### src/rtl/debounce_pulse_pkg.sv
// Shared definitions for the debounce / edge-pulse stage.
// State encodings, counter sizing helpers and parameter sanity check.
package debounce_pulse_pkg;

  typedef enum logic [1:0] {
    IDLE_LOW   = 2'b00,
    CHECK_HIGH = 2'b01,
    IDLE_HIGH  = 2'b11,
    CHECK_LOW  = 2'b10
  } state_t;

  function automatic int cnt_w(int n);
    return (n < 1) ? 1 : $clog2(n + 1);
  endfunction

  function automatic int max2(int a, int b);
    return (a > b) ? a : b;
  endfunction

  // Terminal compare value: counters hit one sample before the event edge.
  function automatic int term_of(int n);
    return (n < 1) ? 0 : n - 1;
  endfunction

  function automatic bit cfg_ok(int dc, int rd, int rp);
    return (dc >= 2) && ((rd == 0) || (rp >= 1));
  endfunction

endpackage

### src/rtl/debounce_pulse_tick_counter.sv
// Saturating up-counter with sync clear, enable
// and a terminal-value compare flag.
module tick_counter #(
  parameter int W = 2
) (
  input  logic         clk,
  input  logic         reset,
  input  logic         clr,
  input  logic         en,
  input  logic [W-1:0] term,
  output logic         hit
);

  logic [W-1:0] cnt_q;

  always_ff @(posedge clk or posedge reset) begin
    if (reset) begin
      cnt_q <= '0;
    end else if (clr) begin
      cnt_q <= '0;
    end else if (en && (cnt_q != {W{1'b1}})) begin
      cnt_q <= cnt_q + 1'b1;
    end
  end

  assign hit = (cnt_q == term);

endmodule

### src/rtl/debounce_pulse.sv
// Debounce of the synchronized button level with registered
// press / release pulses and optional auto-repeat while held.
module debounce_pulse
  import debounce_pulse_pkg::*;
#(
  parameter int DEBOUNCE_CYCLES = 4,
  parameter int REPEAT_DELAY    = 0,
  parameter int REPEAT_PERIOD   = 1
) (
  input  logic clk,
  input  logic reset,
  input  logic dato_sync,
  output logic level,
  output logic rise_pulse,
  output logic fall_pulse,
  output logic rep_pulse
);

  localparam int SW = cnt_w(DEBOUNCE_CYCLES);
  localparam int RW =
    cnt_w(max2(REPEAT_DELAY, REPEAT_PERIOD));
  localparam bit REP_ON = (REPEAT_DELAY != 0);
  localparam bit CFG_OK =
    cfg_ok(DEBOUNCE_CYCLES, REPEAT_DELAY, REPEAT_PERIOD);

  localparam logic [SW-1:0] STAB_T =
    SW'(term_of(DEBOUNCE_CYCLES));
  localparam logic [RW-1:0] DLY_T =
    RW'(term_of(REPEAT_DELAY));
  localparam logic [RW-1:0] PER_T =
    RW'(term_of(REPEAT_PERIOD));

  always_comb begin : cfg_chk
    assert (CFG_OK)
      else $error("debounce_pulse: illegal parameters");
  end

  state_t state_q, state_d;

  logic stab_clr, stab_en, stab_hit;
  logic rep_clr, rep_hit, phase_q;
  logic [RW-1:0] rep_term;
  logic high_region;
  logic level_d, rise_d, fall_d, rep_d;

  tick_counter #(.W(SW)) u_stab (
    .clk   (clk),
    .reset (reset),
    .clr   (stab_clr),
    .en    (stab_en),
    .term  (STAB_T),
    .hit   (stab_hit)
  );

  tick_counter #(.W(RW)) u_rep (
    .clk   (clk),
    .reset (reset),
    .clr   (rep_clr),
    .en    (1'b1),
    .term  (rep_term),
    .hit   (rep_hit)
  );

  always_ff @(posedge clk or posedge reset) begin
    if (reset) begin
      state_q <= IDLE_LOW;
    end else begin
      state_q <= state_d;
    end
  end

  always_comb begin
    state_d = state_q;
    unique case (state_q)
      IDLE_LOW: begin
        if (dato_sync) state_d = CHECK_HIGH;
      end
      CHECK_HIGH: begin
        if (!dato_sync)    state_d = IDLE_LOW;
        else if (stab_hit) state_d = IDLE_HIGH;
      end
      IDLE_HIGH: begin
        if (!dato_sync) state_d = CHECK_LOW;
      end
      CHECK_LOW: begin
        if (dato_sync)     state_d = IDLE_HIGH;
        else if (stab_hit) state_d = IDLE_LOW;
      end
      default: state_d = IDLE_LOW;
    endcase
  end

  // Stability count is 0 in both idle states, so the
  // first increment on leaving idle yields a count of 1.
  always_comb begin
    stab_clr = (state_d == IDLE_LOW) ||
               (state_d == IDLE_HIGH);
    stab_en  = !stab_clr;

    high_region = (state_q == IDLE_HIGH) ||
                  (state_q == CHECK_LOW);
    rep_term    = phase_q ? PER_T : DLY_T;

    level_d = (state_d == IDLE_HIGH) ||
              (state_d == CHECK_LOW);
    rise_d  = (state_q == CHECK_HIGH) &&
              (state_d == IDLE_HIGH);
    fall_d  = (state_q == CHECK_LOW) &&
              (state_d == IDLE_LOW);
    rep_d   = REP_ON && high_region && rep_hit &&
              (state_d != IDLE_LOW);

    rep_clr = !REP_ON || !high_region ||
              (state_d == IDLE_LOW) || rep_d;
  end

  always_ff @(posedge clk or posedge reset) begin
    if (reset) begin
      phase_q <= 1'b0;
    end else if (state_d == IDLE_LOW) begin
      phase_q <= 1'b0;
    end else if (rep_d) begin
      phase_q <= 1'b1;
    end
  end

  always_ff @(posedge clk or posedge reset) begin
    if (reset) begin
      level      <= 1'b0;
      rise_pulse <= 1'b0;
      fall_pulse <= 1'b0;
      rep_pulse  <= 1'b0;
    end else begin
      level      <= level_d;
      rise_pulse <= rise_d;
      fall_pulse <= fall_d;
      rep_pulse  <= rep_d;
    end
  end

endmodule
### config.mk
export PLATFORM = sky130hd
export DESIGN_NAME = debounce_pulse
export DESIGN_NICKNAME = d
export VERILOG_FILES = /design/src/rtl/debounce_pulse_pkg.sv /design/src/rtl/debounce_pulse_tick_counter.sv /design/src/rtl/debounce_pulse.sv
export SDC_FILE = /design/constraint.sdc
export NUM_CORES = 1
export LEC_CHECK = 0
export ABC_AREA = 1
export BUFFER_PORTS_ARGS = -buffer_cell sky130_fd_sc_hd__buf_4
export CORE_AREA = 2 2 39 41
export DETAILED_ROUTE_END_ITERATION = 10
export DIE_AREA = 0 0 41 43
export GPL_TIMING_DRIVEN = 0
export SLEW_MARGIN = 20
export SYNTH_ARGS = -nofsm -noshare
export SYNTH_HDL_FRONTEND = slang
export SYNTH_SLANG_ARGS = --single-unit
### constraint.sdc
create_clock -name clk -period 3.4 [get_ports clk]
set_input_delay 0.68 -clock clk [delete_from_list [all_inputs] [get_ports clk]]
set_output_delay 0.68 -clock clk [all_outputs]
set_load 0.05 [all_outputs]
==> impl_results.md <==
- Post-Syn Area per Cell: 8.84 sq um
- Post-Synthesis Cells: 47
- RePlAce Congestion: 0.621
- Vias in the first global route: 245
- Root Buffer: clkbuf_4
- CP Launch Type: register
- Unrepaired setup endpoints after global routing: no
- Routed vias: 297
- Hold crit path type: in2async
- H-tree Lvls: 1
- Reg-to-Reg Start: u_stab.cnt_q[0]
- Clk Latency, worst-skew pair: 0.25 ns
- Fraction of layout cells with a size suffix above 1: 21.8%
- Pre-Repair DR Iteration Count: 2
- Setup Viol. Count Final: 0
- Syn. warnings: 0
- Initial drt markers: 7
- Most frequent cells in the layout: dfrtp_1 (8), inv_1 (7), nand2_1 (7), nor2_1 (7)
- Postcts setup bufs: 0
- Avg WL per Cell: 8.23 um
- Crit Path Max Fanout: 3
- Number of gates resized after CTS: 0
- Top cells by area in the synthesized netlist: dfrtp_1 (48%), ha_1 (18%), inv_1 (6.3%)
- Clk buf depth: 2
- Top-area cell type share of the netlist area: 48.2%
- Seq cells post-synth: 8
- Rows: 14
- Clock Pin Slew Worst Setup and Hold Paths: 0.06 ns
- Synth-to-layout area growth: 19.3%
- I/O Pins: 7
- GR Overflow Total: 0
- Final Critical Period: 1.75 ns
- First-pass GRT wire length: 1000 um
- Ant. Diodes: 0
- Syn nets: 56
- Max Clk Rate: 571 MHz
- Remaining antenna violation count: 0
- WP data arrival: 1.89 ns
- Number of max-cap violations: 0
- HPWL Detailed: 454 um
- Max-slew violation count: 0
- Fin util: 35.8%
- Die Wd: 41 um
- Initial antenna violation count: 0
- Finished Cell Area: 495 sq um
- Largest net degree at the start of global routing: 9
- Register area share after synthesis: 48.2%
- Pwr Density: 732 nW/um^2
- Synth Cell Area: 415 sq um
- Die Ht: 43 um
- TritonCTS Buffers: 3
- Static Leakage: 0.272 nW
- Core Area: 1380 sq um
- Most area-hungry cell type in the Yosys netlist: dfrtp_1
- Clk_skew: 0.00163 ns
- Hold slack: 0.380 ns
- Final nets: 66
- R2R depth: 10
- Final Hold Viols: 0
- Worst Setup SP: u_stab.cnt_q[0]
- R2R Setup Slk: 1.65 ns
- Crit path capture type: register
- VDD IR max: 0.306 mV
- Status: finished clean
- Reg2reg end: u_stab.cnt_q[2]
- Area after DPL: 473 sq um
- Worst Setup Path Type: reg2reg
- Distinct cells, synth: 15
- Setup TNS: 0 ns
- Period utilisation layout: 51.5%
- TritonCTS clock tree: done
- Port bufs: 5
- Post-Route WL: 584 um
- CTS Hold Bufs: 0
- Critical Path RT: 3.54 ns
- Vias/cell: 4.18
- Most common cell after layout, fill and taps aside: dfrtp_1
- Tot GR Track Use: 8.88%
- CTS sink cnt: 8
- Die area: 1760 sq um
- Initial core utilization: 30.0%
- Drc violations: 0
-- where the power goes --
part	total, mW	internal (mW)	switching, mW
Sequential	0.144	0.125	0.0188
Combinational	0.146	0.0535	0.0921
Clock	0.0732	0.0404	0.0328
Total	0.363	0.219	0.144
-- kinds of logic (layout without fill, tap and decap cells) --
logic type                 Yosys count  count (layout)  synth area share [%]
and+or+nand+nor                     17              17                  16.9
buffers and inverters               10              18                  9.94
DFF                                  8               8                  48.2
adders and majority gates            6               6                  18.1
AOI/OAI and AO/OA                    5               5                  6.02
other                                1               1                 0.903
-- layout make-up --
type                    count  area, sq um
plain buffers               2         11.3
inverters                   8         30.0
fillers                   131          888
multi-input cells          29          174
well taps                  16         20.0
flip-flops and latches      8          200
repair buffers              5         37.5
clock buffers               3         22.5
-- cell usage after synthesis, drive strengths merged --
cell	instances
a21oi	1
or2	1
ha	6
nand2	7
nand3	1
conb	1
clkbuf	1
nor2	8
buf	1
dfrtp	8
inv	8
o21ai	4
-- worst max-delay path, cell delays in order (launching register included) --
cell     delay [ns]
dfrtp_1        0.38
ha_1           0.23
ha_1           0.22
nand2_1        0.07
nand2_1        0.04
o21ai_1        0.12
ha_1           0.28
inv_1          0.09
nand2_1        0.09
nand2_1        0.06
o21ai_1        0.05
-- metal layers --
| metal | GRT usage, % | part of all wire [%] | vias to the layer above |
|---|---|---|---|
| li1 | - | - | 156 |
| met1 | 10.5 | 43 | 132 |
| met2 | 11.9 | 47 | 9 |
| met3 | 7.85 | 10 | 0 |
| met4 | 2.00 | 0 | 0 |
| met5 | 0 | 0 | - |
-- worst max path at each step --
stage	end	cells past startpoint	slack (ns)
CTS	u_stab.cnt_q[2]	10	1.63
floorplan	u_stab.cnt_q[2]	10	1.79
global route	u_stab.cnt_q[2]	9	1.50
global placement	u_stab.cnt_q[2]	10	1.64
finish	u_stab.cnt_q[2]	10	1.65
detailed placement	u_stab.cnt_q[2]	10	1.64
-- per-stage QoR --
stage          power [mW]  setup slack, ns  cells
2_1_floorplan       0.257             1.79     47
6_report            0.363             1.65     71
5_1_grt             0.397             1.50     71
4_1_cts             0.370             1.63     71
3_5_place_dp        0.293             1.64     68
3_3_place_gp        0.288             1.64     68
-- sequential cells by signal, summed over array words and instances, names as in the netlist --
signal / flops
fall_pulse: 1
level: 1
rise_pulse: 1
state_q: 2
u_stab.cnt_q: 3
Power figures use the tool's default switching activity.
